--- src/rtl/inst_fetch.sv ---
// Instruction fetch stage: loadable instruction memory read at the PC address,
// registered into a fetch output with run/halt tracking, stall and flush.
module inst_fetch #(
  parameter int INST_WIDTH  = 9,
  parameter int ADDR_WIDTH  = 9,
  parameter int DEPTH       = 512,
  parameter int COUNT_WIDTH = 16
) (
  input  logic                   clk,
  input  logic                   reset,
  input  logic                   start,
  input  logic                   prog_we,
  input  logic [ADDR_WIDTH-1:0]  prog_addr,
  input  logic [INST_WIDTH-1:0]  prog_data,
  input  logic [ADDR_WIDTH-1:0]  pc_addr,
  input  logic                   pc_halt,
  input  logic                   stall,
  input  logic                   flush,
  output logic [INST_WIDTH-1:0]  inst,
  output logic [ADDR_WIDTH-1:0]  inst_pc,
  output logic                   inst_valid,
  output logic                   fetch_busy,
  output logic                   halted,
  output logic [COUNT_WIDTH-1:0] fetch_count
);

  localparam int IDX_W = (DEPTH > 1) ? $clog2(DEPTH) : 1;
  localparam logic [ADDR_WIDTH:0] DEPTH_LIM = (ADDR_WIDTH + 1)'(DEPTH);

  typedef enum logic [1:0] {
    IDLE   = 2'd0,
    RUN    = 2'd1,
    HALTED = 2'd2
  } state_t;

  state_t                  state_reg;
  logic [INST_WIDTH-1:0]   inst_reg;
  logic [ADDR_WIDTH-1:0]   inst_pc_reg;
  logic                    inst_valid_reg;
  logic                    fetch_busy_reg;
  logic                    halted_reg;
  logic [COUNT_WIDTH-1:0]  fetch_count_reg;

  logic [INST_WIDTH-1:0]   mem [DEPTH];
  logic                    prog_in_range;
  logic                    pc_in_range;
  logic                    load_ok;
  logic [INST_WIDTH-1:0]   rd_data;

  // Out-of-range addresses must not alias onto a low word through the index slice.
  assign prog_in_range = ({1'b0, prog_addr} < DEPTH_LIM);
  assign pc_in_range   = ({1'b0, pc_addr} < DEPTH_LIM);
  assign load_ok       = prog_we && prog_in_range && (state_reg != RUN);

  // Memory has no reset so program contents survive a reset of the fetch logic.
  always_ff @(posedge clk) begin
    if (load_ok) begin
      mem[prog_addr[IDX_W-1:0]] <= prog_data;
    end
  end

  always_comb begin
    rd_data = '0;
    if (pc_in_range) begin
      rd_data = mem[pc_addr[IDX_W-1:0]];
    end
  end

  always_ff @(posedge clk or negedge reset) begin
    if (!reset) begin
      state_reg       <= IDLE;
      inst_reg        <= '0;
      inst_pc_reg     <= '0;
      inst_valid_reg  <= 1'b0;
      fetch_busy_reg  <= 1'b0;
      halted_reg      <= 1'b0;
      fetch_count_reg <= '0;
    end else begin
      case (state_reg)
        IDLE: begin
          if (start) begin
            state_reg       <= RUN;
            fetch_busy_reg  <= 1'b1;
            halted_reg      <= 1'b0;
            fetch_count_reg <= '0;
          end
        end
        RUN: begin
          if (pc_halt) begin
            state_reg      <= HALTED;
            inst_valid_reg <= 1'b0;
            fetch_busy_reg <= 1'b0;
            halted_reg     <= 1'b1;
          end else if (flush) begin
            inst_valid_reg <= 1'b0;
            inst_reg       <= '0;
          end else if (!stall) begin
            inst_reg       <= rd_data;
            inst_pc_reg    <= pc_addr;
            inst_valid_reg <= 1'b1;
            if (fetch_count_reg != '1) begin
              fetch_count_reg <= fetch_count_reg + 1'b1;
            end
          end
        end
        HALTED: begin
          if (start) begin
            state_reg       <= RUN;
            fetch_busy_reg  <= 1'b1;
            halted_reg      <= 1'b0;
            fetch_count_reg <= '0;
          end
        end
        default: begin
          state_reg      <= IDLE;
          inst_valid_reg <= 1'b0;
          fetch_busy_reg <= 1'b0;
          halted_reg     <= 1'b0;
        end
      endcase
    end
  end

  assign inst        = inst_reg;
  assign inst_pc     = inst_pc_reg;
  assign inst_valid  = inst_valid_reg;
  assign fetch_busy  = fetch_busy_reg;
  assign halted      = halted_reg;
  assign fetch_count = fetch_count_reg;

endmodule
--- config.mk ---
export PLATFORM = sky130hd
export DESIGN_NAME = inst_fetch
export DESIGN_NICKNAME = d
export VERILOG_FILES = /design/src/rtl/inst_fetch.sv
export SDC_FILE = /design/constraint.sdc
export NUM_CORES = 2
export LEC_CHECK = 0
export CAP_MARGIN = 20
export CORE_MARGIN = 5
export CORE_UTILIZATION = 59
export CTS_BUF_LIST = sky130_fd_sc_hd__clkbuf_4
export DETAILED_ROUTE_END_ITERATION = 8
export PLACE_DENSITY = 0.78
export SLEW_MARGIN = 20
export SYNTH_ARGS = -nofsm -noshare
export SYNTH_HDL_FRONTEND = slang
export SYNTH_MEMORY_MAX_BITS = 65536
export SYNTH_SLANG_ARGS = --single-unit
--- constraint.sdc ---
create_clock -name clk -period 2.6 [get_ports clk]
set_clock_uncertainty 0.05 [all_clocks]
set_input_delay 0.26 -clock clk [delete_from_list [all_inputs] [get_ports clk]]
set_output_delay 0.26 -clock clk [all_outputs]
set_load 0.05 [all_outputs]
# Word-level counts from Yosys, hierarchy flattened

Memories as Yosys holds them, arrays and structs flattened.
Cells that the tools add are included.

Bits in registers: 39
Latch bits: 0
Bits in writable memories: 4608
Memory bits (read-only): 0
Logic and storage cells: 57
Memories: 1

Memory list:

| name | words | width | rd ports | clocked after memory_dff | wr ports | RTL line | source |
|---|---|---|---|---|---|---|---|
| mem  | 512   | 9     | 1        | 0                        | 1        | 44       | `logic [INST_WIDTH-1:0] mem [DEPTH];` |

Add/sub/neg operators: 1
Multipliers: 0
Divide/modulo/power cells: 0
Magnitude comparators: 0
Equality and inequality tests: 12
Shift-type cells: 0
Mux-type cells: 23
Bitwise gates (word level): 4
Reduce and logical (&&, ||, !) cells: 9

Operator list:

| kind                                                                     | count |
|---|---|
| 16-bit 2-to-1 mux                                                        | 5 |
| 16-bit one-hot mux with 2 select lines                                   | 1 |
| 9-bit 2-to-1 mux                                                         | 2 |
| 16-bit by 1-bit adder with 16-bit output (second input constant)         | 1 |
| 16-bit inequality test (second input constant)                           | 1 |
| 2-bit inequality test (second input constant)                            | 5 |
| 1-bit 2-to-1 mux                                                         | 9 |
| 2-bit by 1-bit inequality test with 1-bit output (second input constant) | 3 |
| 1-bit one-hot mux with 2 select lines                                    | 3 |
| 6-bit AND reduction                                                      | 1 |
| 2-bit 2-to-1 mux                                                         | 2 |
| 4-bit inequality test (second input constant)                            | 1 |
| 1-bit inverter                                                           | 4 |
| 2-bit one-hot mux with 2 select lines                                    | 1 |
| 2-bit AND reduction                                                      | 2 |
| 4-bit AND reduction                                                      | 1 |
| 3-bit AND reduction                                                      | 1 |
| 2-bit by 1-bit equality test with 1-bit output (second input constant)   | 1 |
| 2-bit equality test (second input constant)                              | 1 |
| 2-bit zero test                                                          | 1 |
| 2-bit nonzero test                                                       | 1 |
| 2-bit OR reduction                                                       | 1 |
| 1-bit logical AND                                                        | 1 |

# Logic depth before layout (Yosys ltp)

Word-level depth: 6
Mapped depth: 15

# Least setup slack after synthesis

OpenSTA, ideal clock, no wires.

Path type: input -> register
Start point: input pc_addr[0]
End point: register inst_reg[5] (netlist: inst[5])
Setup time: 0.127 ns
Arrival time: 2.624 ns
Required time: 2.423 ns
Slack: -0.202 ns
Cell stages on the path: 11
Path through: buf_6 > buf_8 > buf_6 > buf_6 > buf_2 > mux4_2 > mux4_2 > a211oi_1 > nand3_1 > nand4_1 > nand3_1

Longest elaborated chain between the ends: 3

Ends and longest elaborated chain:

| what                    | RTL line | source |
|---|---|---|
| start, declared         | 15       | `input logic [ADDR_WIDTH-1:0] pc_addr,` |
| memory read 512 x 9 bit | n/a      |  |
| 9-bit 2-to-1 mux        | 97       | `end else if (!stall) begin` |
| 9-bit 2-to-1 mux        | 94       | `end else if (flush) begin` |
| end signal, assigned    | 98       | `inst_reg <= rd_data;` |
| end, declared           | 37       | `logic [INST_WIDTH-1:0] inst_reg;` |

No other way between the ends. The select of a mux whose other input is x is not followed.
A chain may end at the register's enable or synchronous reset.

# Worst setup path in the final report

Start point: memory mem[197][7]
End point: register inst_reg[7] (netlist: inst[7])

Longest elaborated chain between the ends: 3

Ends and longest elaborated chain:

| what                    | RTL line |
|---|---|
| start, declared         | 44 |
| memory read 512 x 9 bit | n/a |
| 9-bit 2-to-1 mux        | 97 |
| 9-bit 2-to-1 mux        | 94 |

No other way between the ends. The select of a mux whose other input is x is not followed.

==> flow_summary.yaml <==
clock_network:
  cts_max_level: 7
  clkSinkCount: 4646
  cts_buffer_depth: 5
  cts_made_buffers: 1191
  cts_tree: "done"
  clk_latency_ns: 1.72
  clk_pin_slew_ns: 0.08
  cts_root_buf: "clkbuf_4"
routing:
  via_count: 102181
  drt_pre_antenna_iters: 8
  routed_wirelength_um: 509000
  viasPerCell: 6.63
  drt_iter0_drc: 16756
  antenna_left: 0
  drcViolationCount: 0
  wl_per_cell_um: 33.1
placed_design:
  port_buffers: 70
  post-place-cells: 13341
  dp_hpwl_um: 326000
  gp_congestion: 0.956
  dp_slack_ns: -1.25
sta:
  period_minus_slack_ns: 2.98
  hold_ws_ns: 0.0762
  tightest_slew_ns: 0.985
  worst_slack_ns: -0.379
  finalMaxSlewViolations: 0
  slew_headroom: 0.341
  setup_violations: 13
  period_share: 1.15
  grt_setup_unrepaired: "true"
  final.setup.tns_ns: -1.60
  hold_violations: 0
  fmax_ghz: 0.336
run:
  drv_cap: 0
yosys:
  syn-cell-area_um2: 180000
  synth-main-ff-cell: "edfxtp_1"
  async_flop_share: 0.00818
  synth_cells: 8133
  seq_area_frac_synth: 0.775
  ys_warn_count: 0
  ys_types: 65
  synth-seq-cells: 4646
  syn_area_per_cell_um2: 22.1
  synth_edf_count: 4608
  synth_fp_nets: 8168
floorplan:
  dieArea_um2: 316000
  die_h_um: 562
  rows: 202
  die_w_um: 562
  core_area_um2: 303000
  start_util: 0.593
  io_pins: 71
final_layout:
  instances_no_fill: 15401
  area_growth_pct: 18.9
  largest_register_ffs: 4608
  drive_gt1_frac: 0.426
  nNetsFinal: 10699
  final_cell_mix: "4608 x edfxtp_1, 1630 x clkbuf_4, 1456 x buf_4, 1259 x mux4_2, 589 x nor2_1"
  final_common_cell: "edfxtp_1"
critical_path:
  critPathKind: "reg -> reg"
  crit_chain: "mux4_2, mux4_2, a22o_1, a221o_1, a211oi_2, buf_4, nor4_4, a2111o_1"
  cpMostUsedCell: "mux4_2"
  start_kind: "flip-flop"
  cp.required_ns: 4.08
  crit_fanout: 1
  crit_path_max_incr_delay_ns: 0.50
  cpMaxStageDelayCell: "mux4_2"
  critPathCaptureType: "flip-flop"
  cp.arrival_ns: 4.46
status:
  outcome: "complete, but fails checks"
  violations: "negative setup slack"
grt:
  grt_pass1_vias: 104864
  grt_max_degree: 168
  grt-ovfl-total: 0
  track_usage: 0.326
  antenna_found_initial: 32
  grt_pass1_wl_um: 728000
pwr:
  power.density_nw_per_um2: 708
  ir_worst_vdd_v: 0.000472
  power_uw: 151000
  p_leak_uw: 0.0719
min_path:
  hp-class: "in -> reg"
power breakdown:
| group | leakage [uW] | internal [uW] | switching (uW) |
|---|---|---|---|
| clock network | 0.00824 | 29900 | 28500 |
| registers | 0.0419 | 82400 | 227 |
| logic | 0.0218 | 4030 | 6180 |
per-stage QoR:
step	instance area, um^2	util
after floorplan	180000	-
after detailed placement	198000	0.654
after CTS	213000	0.703
final	214000	0.705
after global placement	198000	0.654
after global routing	214000	0.705
Yosys cell counts, types with 5 or more instances:
library cell,count,area share
a2111oi_0,5,0.00024
a211o_1,5,0.00024
a211oi_1,18,0.00075
a21oi_1,71,0.0020
a221oi_1,23,0.0011
a22o_1,15,0.00073
a22oi_1,96,0.0040
a31oi_1,21,0.00073
a32oi_1,11,0.00054
and2_1,15,0.00052
and3_1,8,0.00028
buf_1,40,0.00084
buf_2,137,0.0038
buf_4,90,0.0038
buf_6,34,0.0021
clkbuf_1,182,0.0038
dfrtp_1,38,0.0053
edfxtp_1,4608,0.77
inv_1,11,0.00023
mux2_2,15,0.00094
mux2i_1,145,0.0081
mux4_2,1259,0.16
nand2_1,300,0.0063
nand2b_1,8,0.00028
nand3_1,76,0.0021
nand4_1,23,0.00080
nor2_1,614,0.013
nor2b_1,28,0.00097
nor3_1,31,0.00086
nor3b_1,5,0.00021
nor4_1,10,0.00035
o2111ai_1,6,0.00029
o211ai_1,11,0.00046
o21ai_0,41,0.0011
o221ai_1,17,0.00083
o22ai_1,44,0.0015
o31ai_1,8,0.00033
or3_1,5,0.00017
xor2_1,7,0.00034
final timing paths:
| kind | from | slack [ns] | to | cells after the start |
|---|---|---|---|---|
| setup / recovery | mem[197][7] | -0.38 | inst[7] | 8 |
| hold / removal | pc_addr[3] | 0.08 | inst_pc[3] | 6 |
| setup reg to reg | mem[197][7] | -0.38 | inst[7] | 8 |
| hold reg to reg | inst_pc[0] | 0.48 | inst_pc[0] | 2 |
| max in group asynchronous | reset | 0.89 | inst[6] | 5 |
| min in group asynchronous | reset | 0.36 | fetch_count[4] | 4 |
kinds of logic after synthesis:
family	Yosys count	share of synthesized area
adder cells (fa/ha/maj)	1	0.0000696
flip-flops	4646	0.775
multiplexers	1419	0.167
AND/OR/NAND/NOR	1136	0.0262
AO/OA/AOI/OAI	423	0.0165
buffers and inverters	497	0.0147
XOR/XNOR	11	0.000536
critical path: cells and delay by family, from the launching register on:
| kind | cells | cell delay (ns) |
|---|---|---|
| compound gates | 4 | 1.15 |
| buf+inv | 1 | 0.17 |
| flops | 1 | 0.37 |
| mux | 2 | 0.99 |
| simple gates | 1 | 0.06 |
layout make-up:
| type | instances | area, um^2 |
|---|---|---|
| Multi-Input combinational cell | 2990 | 38400 |
| Tap cell | 3978 | 4980 |
| Timing Repair Buffer | 1822 | 17000 |
| Fill cell | 16731 | 89400 |
| Sequential cell | 4646 | 139000 |
| Clock buffer | 1630 | 12200 |
| Antenna cell | 24 | 60.1 |
| Inverter | 13 | 72.6 |
| Clock inverter | 298 | 1490 |
timing repair:
action,4_1_cts,5_1_grt
pin swaps,13,15
gates resized for setup,338,66
buffers inserted,25,15
endpoints found under the hold margin,6295,9
hold buffers,68,1
endpoints found under the setup margin,58,605
cloned,0,2
per-layer routing:
layer,track usage,vias to the layer above,wire (um)
li1,-,39906,-
met1,0.426,51481,164000
met2,0.489,9213,238000
met3,0.114,1551,78100
met4,0.175,30,29500
met5,0.00286,-,298
(Power assumes the default switching activity.)
